`config.mk`:
```
export PLATFORM = sky130hd
export DESIGN_NAME = dmem_bridge
export DESIGN_NICKNAME = d
export VERILOG_FILES = /design/src/rtl/dmem_pkg.sv /design/src/rtl/dmem_wbuf.sv /design/src/rtl/dmem_bridge.sv
export SDC_FILE = /design/constraint.sdc
export NUM_CORES = 1
export LEC_CHECK = 0
export CORE_UTILIZATION = 39
export CTS_BUF_LIST = sky130_fd_sc_hd__clkbuf_4 sky130_fd_sc_hd__clkbuf_8
export DETAILED_ROUTE_END_ITERATION = 8
export PLACE_DENSITY = 0.89
export SYNTH_ARGS = -nofsm -noshare
export SYNTH_HDL_FRONTEND = slang
export SYNTH_SLANG_ARGS = --single-unit
```
`constraint.sdc`:
```
create_clock -name CLK -period 3.85 [get_ports CLK]
set_clock_uncertainty 0.2 [all_clocks]
set_input_delay 0.5775 -clock CLK [delete_from_list [all_inputs] [get_ports CLK]]
set_output_delay 0.5775 -clock CLK [all_outputs]
set_load 0.005 [all_outputs]
```
`src/rtl/dmem_pkg.sv`:
```
// Shared definitions for the CortexM0 data-side SRAM bridge: access size
// encodings, byte-enable generation, store lane replication and the
// misalignment rule.
package dmem_pkg;

    typedef enum logic [1:0] {
        SZ_BYTE = 2'b00,
        SZ_HALF = 2'b01,
        SZ_WORD = 2'b10,
        SZ_ILL  = 2'b11
    } dsize_e;

    localparam int LANES = 4;

    // Byte lanes touched by an access of the given size at the given offset.
    function automatic logic [3:0] byte_en(input dsize_e size, input logic [1:0] off);
        logic [3:0] be;
        case (size)
            SZ_BYTE: be = 4'b0001 << off;
            SZ_HALF: be = off[1] ? 4'b1100 : 4'b0011;
            SZ_WORD: be = 4'b1111;
            default: be = 4'b0000;
        endcase
        return be;
    endfunction

    // Store data replicated so that every lane selected by byte_en carries it.
    function automatic logic [31:0] lane_data(input dsize_e size, input logic [31:0] data);
        logic [31:0] lanes;
        case (size)
            SZ_BYTE: lanes = {4{data[7:0]}};
            SZ_HALF: lanes = {2{data[15:0]}};
            default: lanes = data;
        endcase
        return lanes;
    endfunction

    // Halfwords must be 2-byte aligned, words 4-byte aligned; size 11 never valid.
    function automatic logic misaligned(input dsize_e size, input logic [1:0] off);
        logic bad;
        case (size)
            SZ_BYTE: bad = 1'b0;
            SZ_HALF: bad = off[0];
            SZ_WORD: bad = (off != 2'b00);
            default: bad = 1'b1;
        endcase
        return bad;
    endfunction

endpackage

```
`src/rtl/dmem_wbuf.sv`:
```
// One-entry posted write buffer for the data bridge.
// Build option: DMEM_WBUF_EN. When defined, writes are captured here and
// drained on the next cycle that carries no read; reads to the buffered word
// get the buffered bytes forwarded. When undefined, the block is a
// pass-through that presents the incoming write as the entry to drain in
// the same cycle, so the bridge's SRAM mux is identical in both builds.
module dmem_wbuf
    import dmem_pkg::*;
#(
    parameter int AW = 12
) (
`ifdef DMEM_WBUF_EN
    input  logic          clk,
    input  logic          rst_n,
`endif
    input  logic          wr_req,
    input  logic          rd_req,
    input  logic [AW-1:0] req_addr,
    input  logic [3:0]    req_be,
    input  logic [31:0]   req_data,
    output logic          drain,
    output logic          empty,
    output logic [AW-1:0] ent_addr,
    output logic [3:0]    ent_be,
    output logic [31:0]   ent_data,
    output logic [3:0]    fwd_mask,
    output logic [31:0]   fwd_data
);

`ifdef DMEM_WBUF_EN
    logic valid;

    // A read owns the SRAM port; otherwise a held entry goes out, either on
    // its own or alongside the capture of the next write.
    assign drain = valid && !rd_req;
    assign empty = !valid;

    // Buffered bytes override SRAM bytes for a read of the same word.
    assign fwd_mask = (valid && rd_req && (ent_addr == req_addr)) ? ent_be : 4'b0000;
    assign fwd_data = ent_data;

    // Capture a new write (replacing the entry being drained this cycle),
    // or go empty once the entry has been drained.
    always_ff @(posedge clk) begin
        if (!rst_n) begin
            valid    <= 1'b0;
            ent_addr <= '0;
            ent_be   <= 4'b0000;
            ent_data <= 32'h0;
        end else if (wr_req) begin
            valid    <= 1'b1;
            ent_addr <= req_addr;
            ent_be   <= req_be;
            ent_data <= req_data;
        end else if (drain) begin
            valid    <= 1'b0;
        end
    end
`else
    // Unbuffered: the write itself is the thing to send this cycle.
    assign drain    = wr_req && !rd_req;
    assign empty    = 1'b1;
    assign ent_addr = req_addr;
    assign ent_be   = req_be;
    assign ent_data = req_data;
    assign fwd_mask = 4'b0000;
    assign fwd_data = 32'h0;
`endif

endmodule

```
`src/rtl/dmem_bridge.sv`:
```
// Data-side bridge between the CortexM0 data port and SRAM port 2.
// Generates byte enables and lane-replicated store data, right-aligns and
// zero-extends load data, flags misaligned/illegal accesses with a sticky
// fault, and never stalls the core.
// Build option: DMEM_WBUF_EN adds a one-entry posted write buffer with
// store-to-load forwarding (see dmem_wbuf); without it, writes reach the
// SRAM combinationally in their request cycle.
module dmem_bridge
    import dmem_pkg::*;
#(
    parameter int AW = 12
) (
    input  logic          CLK,
    input  logic          RESET_N,
    input  logic          DREQ,
    input  logic [31:0]   DADDR,
    input  logic          DRW,
    input  logic [1:0]    DSIZE,
    input  logic [31:0]   DOUT,
    output logic [31:0]   DIN,
    output logic          MCSN,
    output logic [AW-1:0] MADDR,
    output logic          MWE,
    output logic [3:0]    MBE,
    output logic [31:0]   MDI,
    input  logic [31:0]   MDO,
    output logic          FAULT,
    output logic [31:0]   FAULT_ADDR,
    input  logic          FAULT_CLR,
    output logic          WBUF_EMPTY
);

    dsize_e        dsize;
    logic          req_mis;
    logic          acc_rd;
    logic          acc_wr;
    logic [AW-1:0] word_addr;
    logic [3:0]    req_be;
    logic [31:0]   req_lanes;

    logic          wb_drain;
    logic          wb_empty;
    logic [AW-1:0] wb_addr;
    logic [3:0]    wb_be;
    logic [31:0]   wb_data;
    logic [3:0]    fwd_mask;
    logic [31:0]   fwd_data;

    logic          rd_pend;
    dsize_e        rd_size;
    logic [1:0]    rd_off;
    logic [3:0]    rd_fmask;
    logic [31:0]   rd_fdata;

    assign dsize     = dsize_e'(DSIZE);
    assign req_mis   = DREQ && misaligned(dsize, DADDR[1:0]);
    // Faulting accesses and anything during reset never reach SRAM or buffer.
    assign acc_rd    = RESET_N && DREQ && !req_mis && !DRW;
    assign acc_wr    = RESET_N && DREQ && !req_mis && DRW;
    assign word_addr = DADDR[AW+1:2];
    assign req_be    = byte_en(dsize, DADDR[1:0]);
    assign req_lanes = lane_data(dsize, DOUT);

    dmem_wbuf #(
        .AW       (AW)
    ) u_wbuf (
`ifdef DMEM_WBUF_EN
        .clk      (CLK),
        .rst_n    (RESET_N),
`endif
        .wr_req   (acc_wr),
        .rd_req   (acc_rd),
        .req_addr (word_addr),
        .req_be   (req_be),
        .req_data (req_lanes),
        .drain    (wb_drain),
        .empty    (wb_empty),
        .ent_addr (wb_addr),
        .ent_be   (wb_be),
        .ent_data (wb_data),
        .fwd_mask (fwd_mask),
        .fwd_data (fwd_data)
    );

    assign WBUF_EMPTY = wb_empty;

    // SRAM port: a read has priority, else a write goes out, else idle.
    always_comb begin
        MCSN  = 1'b1;
        MWE   = 1'b0;
        MADDR = '0;
        MBE   = 4'b0000;
        MDI   = 32'h0;
        if (acc_rd) begin
            MCSN  = 1'b0;
            MADDR = word_addr;
            MBE   = req_be;
        end else if (wb_drain && RESET_N) begin
            MCSN  = 1'b0;
            MWE   = 1'b1;
            MADDR = wb_addr;
            MBE   = wb_be;
            MDI   = wb_data;
        end
    end

    // Remember what the response cycle needs to shape the SRAM read data.
    always_ff @(posedge CLK) begin
        if (!RESET_N) begin
            rd_pend  <= 1'b0;
            rd_size  <= SZ_BYTE;
            rd_off   <= 2'b00;
            rd_fmask <= 4'b0000;
            rd_fdata <= 32'h0;
        end else begin
            rd_pend <= acc_rd;
            if (acc_rd) begin
                rd_size  <= dsize;
                rd_off   <= DADDR[1:0];
                rd_fmask <= fwd_mask;
                rd_fdata <= fwd_data;
            end
        end
    end

    // Response: merge forwarded bytes over MDO, right-align, zero-extend.
    always_comb begin
        logic [31:0] merged;
        logic [31:0] shifted;
        logic [31:0] aligned;
        merged = MDO;
        for (int i = 0; i < LANES; i++) begin
            if (rd_fmask[i]) begin
                merged[8*i +: 8] = rd_fdata[8*i +: 8];
            end
        end
        shifted = merged >> {rd_off, 3'b000};
        case (rd_size)
            SZ_BYTE: aligned = {24'h0, shifted[7:0]};
            SZ_HALF: aligned = {16'h0, shifted[15:0]};
            default: aligned = shifted;
        endcase
        DIN = rd_pend ? aligned : 32'h0;
    end

    // Sticky fault: a new fault beats a simultaneous clear and recaptures.
    always_ff @(posedge CLK) begin
        if (!RESET_N) begin
            FAULT      <= 1'b0;
            FAULT_ADDR <= 32'h0;
        end else if (req_mis) begin
            FAULT <= 1'b1;
            if (!FAULT || FAULT_CLR) begin
                FAULT_ADDR <= DADDR;
            end
        end else if (FAULT_CLR) begin
            FAULT      <= 1'b0;
            FAULT_ADDR <= 32'h0;
        end
    end

endmodule
```
* Yosys cells after proc, flatten, opt, wreduce, memory -nomap -nowiden
Index checks and enable logic that the tools add are counted.
** Cells by class
- Reductions and logical operators :: 17
- Equality and inequality tests :: 4
- Shift operators :: 2
- Muxes and demuxes :: 21
** Operators with widths (count)
- $mux 32 :: 6
- $pmux 32 s2 :: 2
- $shr 32x5->32 :: 1
- $mux 12 :: 2
- $mux 4 :: 3
- $pmux 4 s3 :: 1
- $logic_and 1x1->1 :: 7
- $mux 1 :: 6
- $eq 2x1->1 const B :: 2
- $logic_not 1->1 :: 4
- $logic_not 2->1 :: 2
- $reduce_bool 2->1 :: 2
- $shl 1x2->4 const A :: 1
- $pmux 1 s3 :: 1
- $eq 2x2->1 const B :: 1
- $ne 2x1->1 const B :: 1
- $reduce_and 2->1 :: 1
- $logic_or 1x1->1 :: 1
** Storage, ports and cells
- Output and inout bits :: 116
- Input port bits :: 103
- Register bits :: 38

* Depth between registers and ports, before layout
Gate-level depths: netlist of the first run.
- Depth after elaboration :: 11
- Mapped depth :: 6

* Modules after synthesis
From an unflattened synthesis of the first run, not the netlist that was laid out.
** Second synthesis, totals
- Cells, all modules :: 626
- Area total of the unflattened synthesis :: 4943.5 um^2
** Modules (own cells, without submodules)
- dmem_bridge :: area an instance 4284.1 um^2, cells an instance 538, instances 1
- dmem_wbuf :: area an instance 659.4 um^2, cells an instance 88, instances 1

* Least setup slack after synthesis of the first run
Ideal clock, no wire load.
- Path type :: input to output
- Start point :: in DSIZE[0]
- End point :: out MDI[30]
- Arrival :: 1.636 ns
- Slack :: 1.436 ns
- Data required time :: 3.072 ns
- Stages :: 5
- Buffers on the path :: 2
- Cells stage by stage :: buf_2 nor3_2 o211ai_1 clkbuf_1 a21oi_1
** Between the ends
- Word-level cells in the longest chain between the ends :: 11
** Ends and longest elaborated chain
- from (decl) :: line dmem_bridge.sv:18 : input logic [1:0] DSIZE,
- $eq 2x2->1 (tied with other cells) :: line dmem_pkg.sv:41 : case (size)
- $pmux 1 s3 :: line dmem_pkg.sv:41
- $logic_and 1x1->1 :: line dmem_bridge.sv:56 : assign req_mis = DREQ && misaligned(dsize, DADDR[1:0]);
- $logic_not 1->1 :: line dmem_bridge.sv:58, dmem_bridge.sv:59
- $logic_and 1x1->1 :: line dmem_bridge.sv:58, dmem_bridge.sv:59
- $logic_and 1x1->1 :: line dmem_bridge.sv:58 : assign acc_rd = RESET_N && DREQ && !req_mis && !DRW;
- $logic_not 1->1 :: line dmem_wbuf.sv:61 : assign drain = wr_req && !rd_req;
- $logic_and 1x1->1 :: line dmem_wbuf.sv:61
- $logic_and 1x1->1 :: line dmem_bridge.sv:98 : end else if (wb_drain && RESET_N) begin
- $mux 32 :: line dmem_bridge.sv:98
- $mux 32 * :: line dmem_bridge.sv:94 : if (acc_rd) begin
- to (decl) :: line dmem_bridge.sv:25 : output logic [31:0] MDI,
Mark *: on every way between the ends. The rest lies on a longest branch, timed or not.

* Worst setup path in the final report of the first run
- Start point :: reg rd_off[1]
- End point :: out DIN[28]
** Between the ends
- Word-level cells in the longest chain between the ends :: 3
** Ends and longest elaborated chain
- from (decl) :: line dmem_bridge.sv:51 : logic [1:0] rd_off;
- from (signal assigned) :: line dmem_bridge.sv:119 : rd_off <= DADDR[1:0];
- $shr 32x5->32 :: line dmem_bridge.sv:137 : shifted = merged >> {rd_off, 3'b000};
- $pmux 32 s2 :: line dmem_bridge.sv:138 : case (rd_size)
- $mux 32 :: line dmem_bridge.sv:143 : DIN = rd_pend ? aligned : 32'h0;
- to (decl) :: line dmem_bridge.sv:20 : output logic [31:0] DIN,
No other way between the ends.

==> results of run 1 <==
## placed cells by master, fill, tap and decap left out, types with 2 or more instances in the layout
cell type and n:
clkbuf_8 6, mux2i_1 28, mux2_2 16, nand2_1 116, nor2_1 20, and2_1 22, and3_1 8, buf_4 11
a21oi_1 28, nand2b_1 2, buf_2 2, dfxtp_1 38, clkdlybuf4s50_1 215, o32ai_1 2, or2_2 9, o32ai_2 30
o21ai_0 2, o211ai_1 2, inv_1 9, o211a_1 8
## cell usage after synthesis (all sizes together) (2+ instances only)
master	number
nor2	20
inv	9
and2	22
buf	14
nand2b	2
o32ai	32
mux2	16
a21oi	29
o211a	8
o211ai	2
clkbuf	24
dfxtp	38
mux2i	28
and3	8
o21ai	3
or2	9
nand2	116
## cell families after synthesis
logic type | Yosys count | synth area share
AO/OA/AOI/OAI | 76 | 0.257
buffers and inverters | 47 | 0.0702
flip-flops | 38 | 0.251
multiplexers | 44 | 0.152
other | 1 | 0.00124
AND/OR/NAND/NOR | 182 | 0.268
## layer usage
| metal | up-vias | track usage |
|---|---|---|
| li1 | 1731 | - |
| met1 | 1614 | 0.306 |
| met2 | 160 | 0.469 |
| met3 | 18 | 0.0711 |
| met4 | 0 | 0.0632 |
| met5 | - | 0 |
## registers in the layout (all words and copies together) (netlist names)
signal,count
FAULT,1
rd_off,2
FAULT_ADDR,32
rd_pend,1
rd_size,2
## worst min-delay path, stage by stage (launching register included)
cell and delay (ps):
dfxtp_1 310, nand2_1 50, o32ai_1 60
## worst paths after layout
path | cells past startpoint | to | slack [ps] | start
worst max register to register | 3 | FAULT_ADDR[25]$_SDFFE_PN0P_ | 1790 | FAULT$_SDFFE_PN0P_
worst max-delay path | 4 | DIN[28] | 470 | rd_off[1]$_SDFFE_PN0P_
worst min-delay path | 2 | FAULT_ADDR[26]$_SDFFE_PN0P_ | 270 | FAULT_ADDR[26]$_SDFFE_PN0P_
worst min register to register | 2 | FAULT_ADDR[26]$_SDFFE_PN0P_ | 270 | FAULT_ADDR[26]$_SDFFE_PN0P_
## through the flow
step / setup slack [ps] / std cells / total power (uW)
3_3_place_gp: 563 / 677 / 785
4_1_cts: 462 / 685 / 1080
5_1_grt: 323 / 685 / 1130
3_5_place_dp: 474 / 677 / 792
2_1_floorplan: 1440 / 388 / 590
6_report: 470 / 685 / 1070
## final cells by class
cell class,instances,area share
Clock inverter,1,0.000940
Tap cell,99,0.0233
Sequential cell,38,0.143
Clock buffer,7,0.0169
Timing Repair Buffer,228,0.422
Inverter,9,0.00635
Multi-Input combinational cell,303,0.388
## power groups by stage
stage | clock network [uW] | logic [uW] | registers [uW]
global route | 318 | 388 | 425
detailed placement | 0 | 360 | 432
CTS | 298 | 361 | 423
global placement | 0 | 353 | 431
floorplan | 0 | 162 | 429
finish | 290 | 361 | 423
==> out/metrics.csv, run 1 <==
metric,value,unit
status,"finished, final reports clean",
fin_area,5320,sq um
ctsResizeCount,0,
cts_tree,built,
drtPass1Iterations,4,
fmax,296,MHz
grt_max_degree,70,
clk_pin_slew_worst_paths,70,ps
synth-edff-count,0,
p_seq_frac,0.394,
vias,3523,
cp.required,3070,ps
arrival,2600,ps
gr-usage-all-layers,0.261,
rsz0062_at_grt,false,
final_nets,688,
gp_congestion,0.903,
wl_per_cell,15.9,microns
maxCapViolCount,0,
regArea,761,sq um
whs,267,ps
rows,31,
min_path_type,reg2reg,
dieArea,8130,sq um
final_core_util,0.722,
drt-total-wl,10900,microns
area_growth,75.7,%
async_flop_share,0,
yosys_most_used_dff,dfxtp_1,
setup_tns,0,ps
ir_worst_vdd,0.172,mV
cp_cell_sequence,nand3b_1 > nor2_1 > and2_1 > clkdlybuf4s50_1,
numPortBuffers,217,
p_per_area,202,nW/um^2
die_x,90.2,microns
setup.worst_path.end_class,output pin,
startpoint_type,flip-flop,
grt_pass1_vias,3429,
fin_crit_sh,0.878,
routedLengthMet1,4280,microns
grt_first_pass_wirelength,17500,microns
synth_top_area_share,0.251,
dr_wl_met2,5530,microns
p_sw_frac,0.282,
ys_types,32,
cts_root_buffer,clkbuf_8,
grt_antenna_before_repair,0,
layout-drive-gt1-share,0.137,
post-dp-hpwl,8470,microns
antenna_cells,0,
pin_count,219,
relSlewSlack,0.323,
drc,0,
grt.overflow.total,0,
syn_area,3030,sq um
wl_met3,905,microns
clkLatencyLatePin,280,ps
cts.sinks,38,
synthCells,388,
ant_nets,0,
syn_nets,491,
drt_iter0_drc,126,
synth_sequential_area_ratio,0.251,
fillerInstances,581,
worstSetupPathType,reg2out,
setup_viol_count_final,0,
synth_area_per_cell,7.81,sq um
cts_inserted_buffers,5,
initial_core_util,0.411,
postCtsHoldBufs,0,
p_int,771,uW
final.min_clock_period,3380,ps
cpPeakStageDelay,610,ps
cp_top_family,simple AND/OR/NAND/NOR gates,
routed.top_layer,met4,
power.switching,303,uW
finalMaxSlewViolations,0,
clock_path_buffers,2,
synth.largest_area_cell,dfxtp_1,
clkPwrFrac,0.270,
place_area,5230,sq um
power_frac_comb,0.336,
ys_ff_latch,38,
fp.dieH,90.2,microns
p_leak,0.00206,uW
cpMaxStageDelayCell,dfxtp_1,
hold_viol,0,
critical_path_peak_fanout,19,
tightest_slew,1010,ps
yosysWarnings,0,
multi_input_area,2070,sq um
htree_levels,2,
postCtsSetupRepairBufs,0,
drt-vias-per-instance,5.14,
core_area,7370,sq um
cp.buffers_inverters,1,
ys_top_cells_by_area,"dfxtp_1, o32ai_2, nand2_1",
Power figures use the tool's default switching activity.
==> inputs of run 2 (changes only) <==
--- a/config.mk
+++ b/config.mk
@@ -5,6 +5,7 @@
 export SDC_FILE = /design/constraint.sdc
 export NUM_CORES = 1
 export LEC_CHECK = 0
+export CORE_MARGIN = 3
 export CORE_UTILIZATION = 39
 export CTS_BUF_LIST = sky130_fd_sc_hd__clkbuf_4 sky130_fd_sc_hd__clkbuf_8
 export DETAILED_ROUTE_END_ITERATION = 8
==> run 2 against run 1 <==
Net effect:
- first-iteration DRC count increased by 6.3%
- wire length increased by 5.5%
- final cell count decreased by 0.15%
- non-clock buffer count unchanged
- global-route usage decreased by 1.5 points
- register-to-register slack got worse by 40 ps
- sequential power about the same
- utilization decreased by 0.53 points
- cell area decreased by 0.21%
- critical path type is now in2out
==> out/metrics.csv, run 2 (synthesized netlist as in run 1, its figures left out) <==
metric,value,unit
status,"finished, final reports clean",
gp_congestion,0.846,
finalMaxSlewViolations,0,
antenna_cells,0,
drt_iter0_drc,134,
cp.required,3070,ps
r2r-start,FAULT$_SDFFE_PN0P_,
final_cell_mix,"clkdlybuf4s50_1, nand2_1, dfxtp_1",
clk_pin_slew_worst_paths,80,ps
ant_nets,0,
final_nets,688,
drtPass1Iterations,5,
grt_pass1_vias,3613,
largest_reg_flops,32,
core_area,7410,sq um
arrival,2650,ps
reg2regPathDepth,3,
drt-vias-per-instance,5.23,
relSlewSlack,0.305,
use_met1,0.264,
drc,0,
maxCapViolCount,0,
drt-total-wl,11500,microns
setup.worst_path.end_class,output pin,
post-dp-hpwl,9070,microns
postCtsSetupRepairBufs,0,
postCtsHoldBufs,0,
layout-drive-gt1-share,0.135,
final.min_clock_period,3430,ps
clock_path_buffers,2,
min_path_type,reg2reg,
startpoint_type,input port,
wl_per_cell,16.8,microns
cts_inserted_buffers,5,
grt_antenna_before_repair,0,
fin_area,5310,sq um
gr-usage-met2,0.450,
rsz0062_at_grt,false,
setup_viol_count_final,0,
hold_end,FAULT_ADDR[5]$_SDFFE_PN0P_,
rows,31,
largestRegisters,"FAULT_ADDR x32, rd_off x2, rd_size x2",
hold_path_depth,2,
top_register,FAULT_ADDR,
p_per_area,198,nW/um^2
area_growth,75.3,%
ir_worst_vdd,0.191,mV
worst_slack,423,ps
tightest_slew,1040,ps
place_area,5230,sq um
dieArea,8860,sq um
fmax,292,MHz
crit_start,DADDR[0],
power.total,1050,uW
final_core_util,0.717,
dp_slack,424,ps
grt.overflow.total,0,
r2r_slack,1750,ps
fp.dieH,94.2,microns
hp-start,FAULT_ADDR[5]$_SDFFE_PN0P_,
ctsResizeCount,0,
clkLatencyLatePin,280,ps
initial_core_util,0.409,
cts.sinks,38,
pin_count,219,
hold_viol,0,
cts_tree,built,
vias,3577,
cts_root_buffer,clkbuf_8,
r2r-end,FAULT_ADDR[26]$_SDFFE_PN0P_,
p_leak,0.00205,uW
worstSetupPathType,in2out,
die_x,94.2,microns
gr-usage-all-layers,0.247,
htree_levels,2,
setup_tns,0,ps
grt_util_met3,0.0865,
grt_max_degree,70,
fillerInstances,593,
critical_path_peak_fanout,12,
grt_first_pass_wirelength,17500,microns
numPortBuffers,217,
mostFrequentLayoutCell,clkdlybuf4s50_1,
grt_busiest_layer,met2,
fin_crit_sh,0.890,
==> run 2: cell count changes in the layout (fill, tap and decap cells not counted), sizes merged <==
| cell | change |
|---|---|
| clkinv | -1 |
| clkinvlp | +1 |
| clkbuf | -1 |
==> run 2: how the worst max path moves through the flow <==
| stage | to | depth (start not counted) |
|---|---|---|
| 2_1_floorplan | MDI[30] | 5 |
| 3_3_place_gp | MADDR[2] | 6 |
| 3_5_place_dp | MADDR[2] | 6 |
| 4_1_cts | MADDR[2] | 6 |
| 5_1_grt | MADDR[2] | 6 |
| 6_report | MADDR[2] | 6 |
==> run 2: report_power, final <==
group | leakage, uW | internal (uW) | switching [uW]
Clock | 0.0000407 | 131 | 137
Sequential | 0.000310 | 410 | 12.5
Combinational | 0.00170 | 209 | 154
==> run 2: layout make-up <==
cell class / count / area (sq um) / share of cell area
Timing Repair Buffer: 228 / 2240 / 0.423
Sequential cell: 38 / 761 / 0.143
Clock buffer: 6 / 76.3 / 0.0144
Inverter: 9 / 33.8 / 0.00636
Multi-Input combinational cell: 303 / 2070 / 0.389
Clock inverter: 1 / 7.51 / 0.00141
Tap cell: 99 / 124 / 0.0233
==> run 2: layer usage <==
metal | wire, microns | part of all wire
met1 | 4280 | 0.37
met4 | 243 | 0.021
met2 | 5820 | 0.51
met5 | 0 | 0
met3 | 1150 | 0.10
==> run 2: worst max-delay path, cell delays in order <==
cell             delay, ps
clkdlybuf4s50_1        570
nor3_2                 290
o21a_1                 320
buf_4                  230
and2_1                 150
clkdlybuf4s50_1        500
==> run 2: metrics by stage <==
| stage | instances | hold WS (ps) |
|---|---|---|
| after CTS | 684 | 288 |
| after floorplan | 388 | 238 |
| after global routing | 684 | 310 |
| after detailed placement | 677 | 278 |
| final | 684 | 285 |
| after global placement | 677 | 252 |
==> inputs of run 3 (changes only) <==
--- a/config.mk
+++ b/config.mk
@@ -5,11 +5,13 @@
 export SDC_FILE = /design/constraint.sdc
 export NUM_CORES = 1
 export LEC_CHECK = 0
+export CORE_ASPECT_RATIO = 1.4
 export CORE_MARGIN = 3
-export CORE_UTILIZATION = 39
+export CORE_UTILIZATION = 48
 export CTS_BUF_LIST = sky130_fd_sc_hd__clkbuf_4 sky130_fd_sc_hd__clkbuf_8
 export DETAILED_ROUTE_END_ITERATION = 8
-export PLACE_DENSITY = 0.89
+export PLACE_DENSITY = 0.9
 export SYNTH_ARGS = -nofsm -noshare
 export SYNTH_HDL_FRONTEND = slang
+export SYNTH_HIERARCHICAL = 1
 export SYNTH_SLANG_ARGS = --single-unit
==> run 3 against run 2 <==
Net effect:
- worst hold slack got worse by 31 ps
- via count rose by 33%
- non-clock buffer count did not move
- wire length rose by 27%
- register-to-register slack improved by 110 ps
- critical endpoint is now MDI[8]
==> out/metrics.csv, run 3 <==
metric,value,unit
arrival,2890,ps
initial_core_util,0.497,
antenna_cells,0,
dieArea,11600,sq um
numPortBuffers,217,
min_path_type,reg2reg,
fillerInstances,788,
drt-vias-per-instance,5.26,
async_flop_share,0,
relSlewSlack,0.200,
p_leak,0.00295,uW
hold_viol,0,
synth_area_per_cell,7.90,sq um
status,"finished, final reports clean",
gr-usage-all-layers,0.242,
clk_pin_slew_worst_paths,70,ps
final_nets,868,
yosysWarnings,6,
largestRegisters,"FAULT_ADDR x32, rd_fdata x32, rd_fmask x4",
drt-total-wl,14600,microns
startpoint_type,input port,
whs,254,ps
rsz0062_at_grt,false,
ant_nets,0,
ys_types,36,
power.total,1930,uW
drtPass1Iterations,5,
cts_root_buffer,clkbuf_8,
synth-edff-count,0,
area_growth,38.9,%
synth_commonest_cells,"nand2_1, buf_4, dfxtp_1, nand3_1, mux2_2",
cts_inserted_buffers,9,
setup.worst_path.end_class,output pin,
yosysMostFrequentCell,nand2_1,
fin_cells,905,
final.min_clock_period,3670,ps
grt_pass1_vias,4839,
setup_tns,0,ps
layout-drive-gt1-share,0.0987,
mostFrequentLayoutCell,clkdlybuf4s50_1,
drt_iter0_drc,252,
tightest_slew,1200,ps
dp.cells,889,
die_x,91.8,microns
grt_max_degree,55,
grt_first_pass_wirelength,23000,microns
fmax,273,MHz
ir_worst_vdd,0.159,mV
post-dp-hpwl,11200,microns
core_area,9950,sq um
cp.required,3070,ps
maxCapViolCount,0,
wl_per_cell,16.2,microns
final_core_util,0.690,
pin_count,219,
synth_sequential_area_ratio,0.300,
grt.overflow.total,0,
rows,43,
synthCells,626,
finalMaxSlewViolations,0,
gp_congestion,0.926,
setup_viol_count_final,0,
p_per_area,280,nW/um^2
ys_top_cells_by_area,"dfxtp_1, buf_4, nand2_1",
syn_area,4940,sq um
cts.sinks,74,
yosys_most_used_dff,dfxtp_1,
cts_tree,built,
fp.dieH,126,microns
fin_crit_sh,0.952,
synth.largest_area_cell,dfxtp_1,
clkLatencyLatePin,350,ps
htree_levels,3,
grt_antenna_before_repair,0,
critical_path_peak_fanout,12,
final_cell_mix,"clkdlybuf4s50_1, nand2_1, dfxtp_1",
vias,4759,
ys_ff_latch,74,
drc,0,
postCtsHoldBufs,0,
clock_path_buffers,2,
worstSetupPathType,in2out,
synth_top_area_share,0.300,
[run 3: layout make-up]
| type | instances | area, sq um | share of cell area |
|---|---|---|---|
| inverters | 7 | 26.3 | 0.00383 |
| well taps | 135 | 169 | 0.0246 |
| multi-input cells | 445 | 2680 | 0.390 |
| clock inverters | 7 | 116 | 0.0169 |
| flip-flops and latches | 74 | 1480 | 0.216 |
| repair buffers | 228 | 2270 | 0.331 |
| clock buffers | 9 | 124 | 0.0180 |
[run 3: critical path, cell delays in order]
cell	delay (ps)
clkdlybuf4s50_1	520
buf_4	250
nor2_1	540
mux2_2	400
and3_1	140
clkdlybuf4s50_1	450
[run 3: path summary, 6_finish.rpt]
check                                 start  slack [ps]  cells past startpoint                           to
setup / recovery                   DSIZE[0]         180                      6                       MDI[8]
hold / removal    rd_fdata[31]$_SDFFE_PN0P_         250                      2    rd_fdata[31]$_SDFFE_PN0P_
setup reg to reg         FAULT$_SDFFE_PN0P_        1860                      3  FAULT_ADDR[26]$_SDFFE_PN0P_
hold reg to reg   rd_fdata[31]$_SDFFE_PN0P_         250                      2    rd_fdata[31]$_SDFFE_PN0P_
[run 3: kinds of logic after synthesis]
family,synth area share
and+or+nand+nor,0.239
buffers and inverters,0.190
AOI/OAI and AO/OA,0.128
DFF,0.300
muxes,0.142
other,0.00152
[run 3: timing repair]
item / CTS / global route
resized for setup: 0 / 3
setup buffers: 0 / 0
setup endpoints to repair: 0 / 42
[run 3: metrics by stage]
stage / cell area, sq um / setup WS [ps]
after CTS: 6850 / 57.0
after floorplan: 5070 / 844
after detailed placement: 6610 / 65.9
after global placement: 6610 / 177
after global routing: 6870 / 59.0
final: 6870 / 183
[run 3: layer usage]
layer | global-route usage | share of wire | wire length [microns] | vias to the layer above
met3 | 0.0603 | 0.064 | 941 | 38
met5 | 0 | 0 | 0 | -
met1 | 0.257 | 0.38 | 5520 | 2232
li1 | - | - | - | 2294
met4 | 0.114 | 0.037 | 537 | 0
met2 | 0.442 | 0.52 | 7630 | 195
[run 3: where the power goes]
part / leakage (uW) / switching, uW / total, uW / internal, uW
combinational: 0.00223 / 157 / 377 / 219
sequential: 0.000602 / 25.4 / 822 / 796
clock: 0.000120 / 296 / 727 / 430
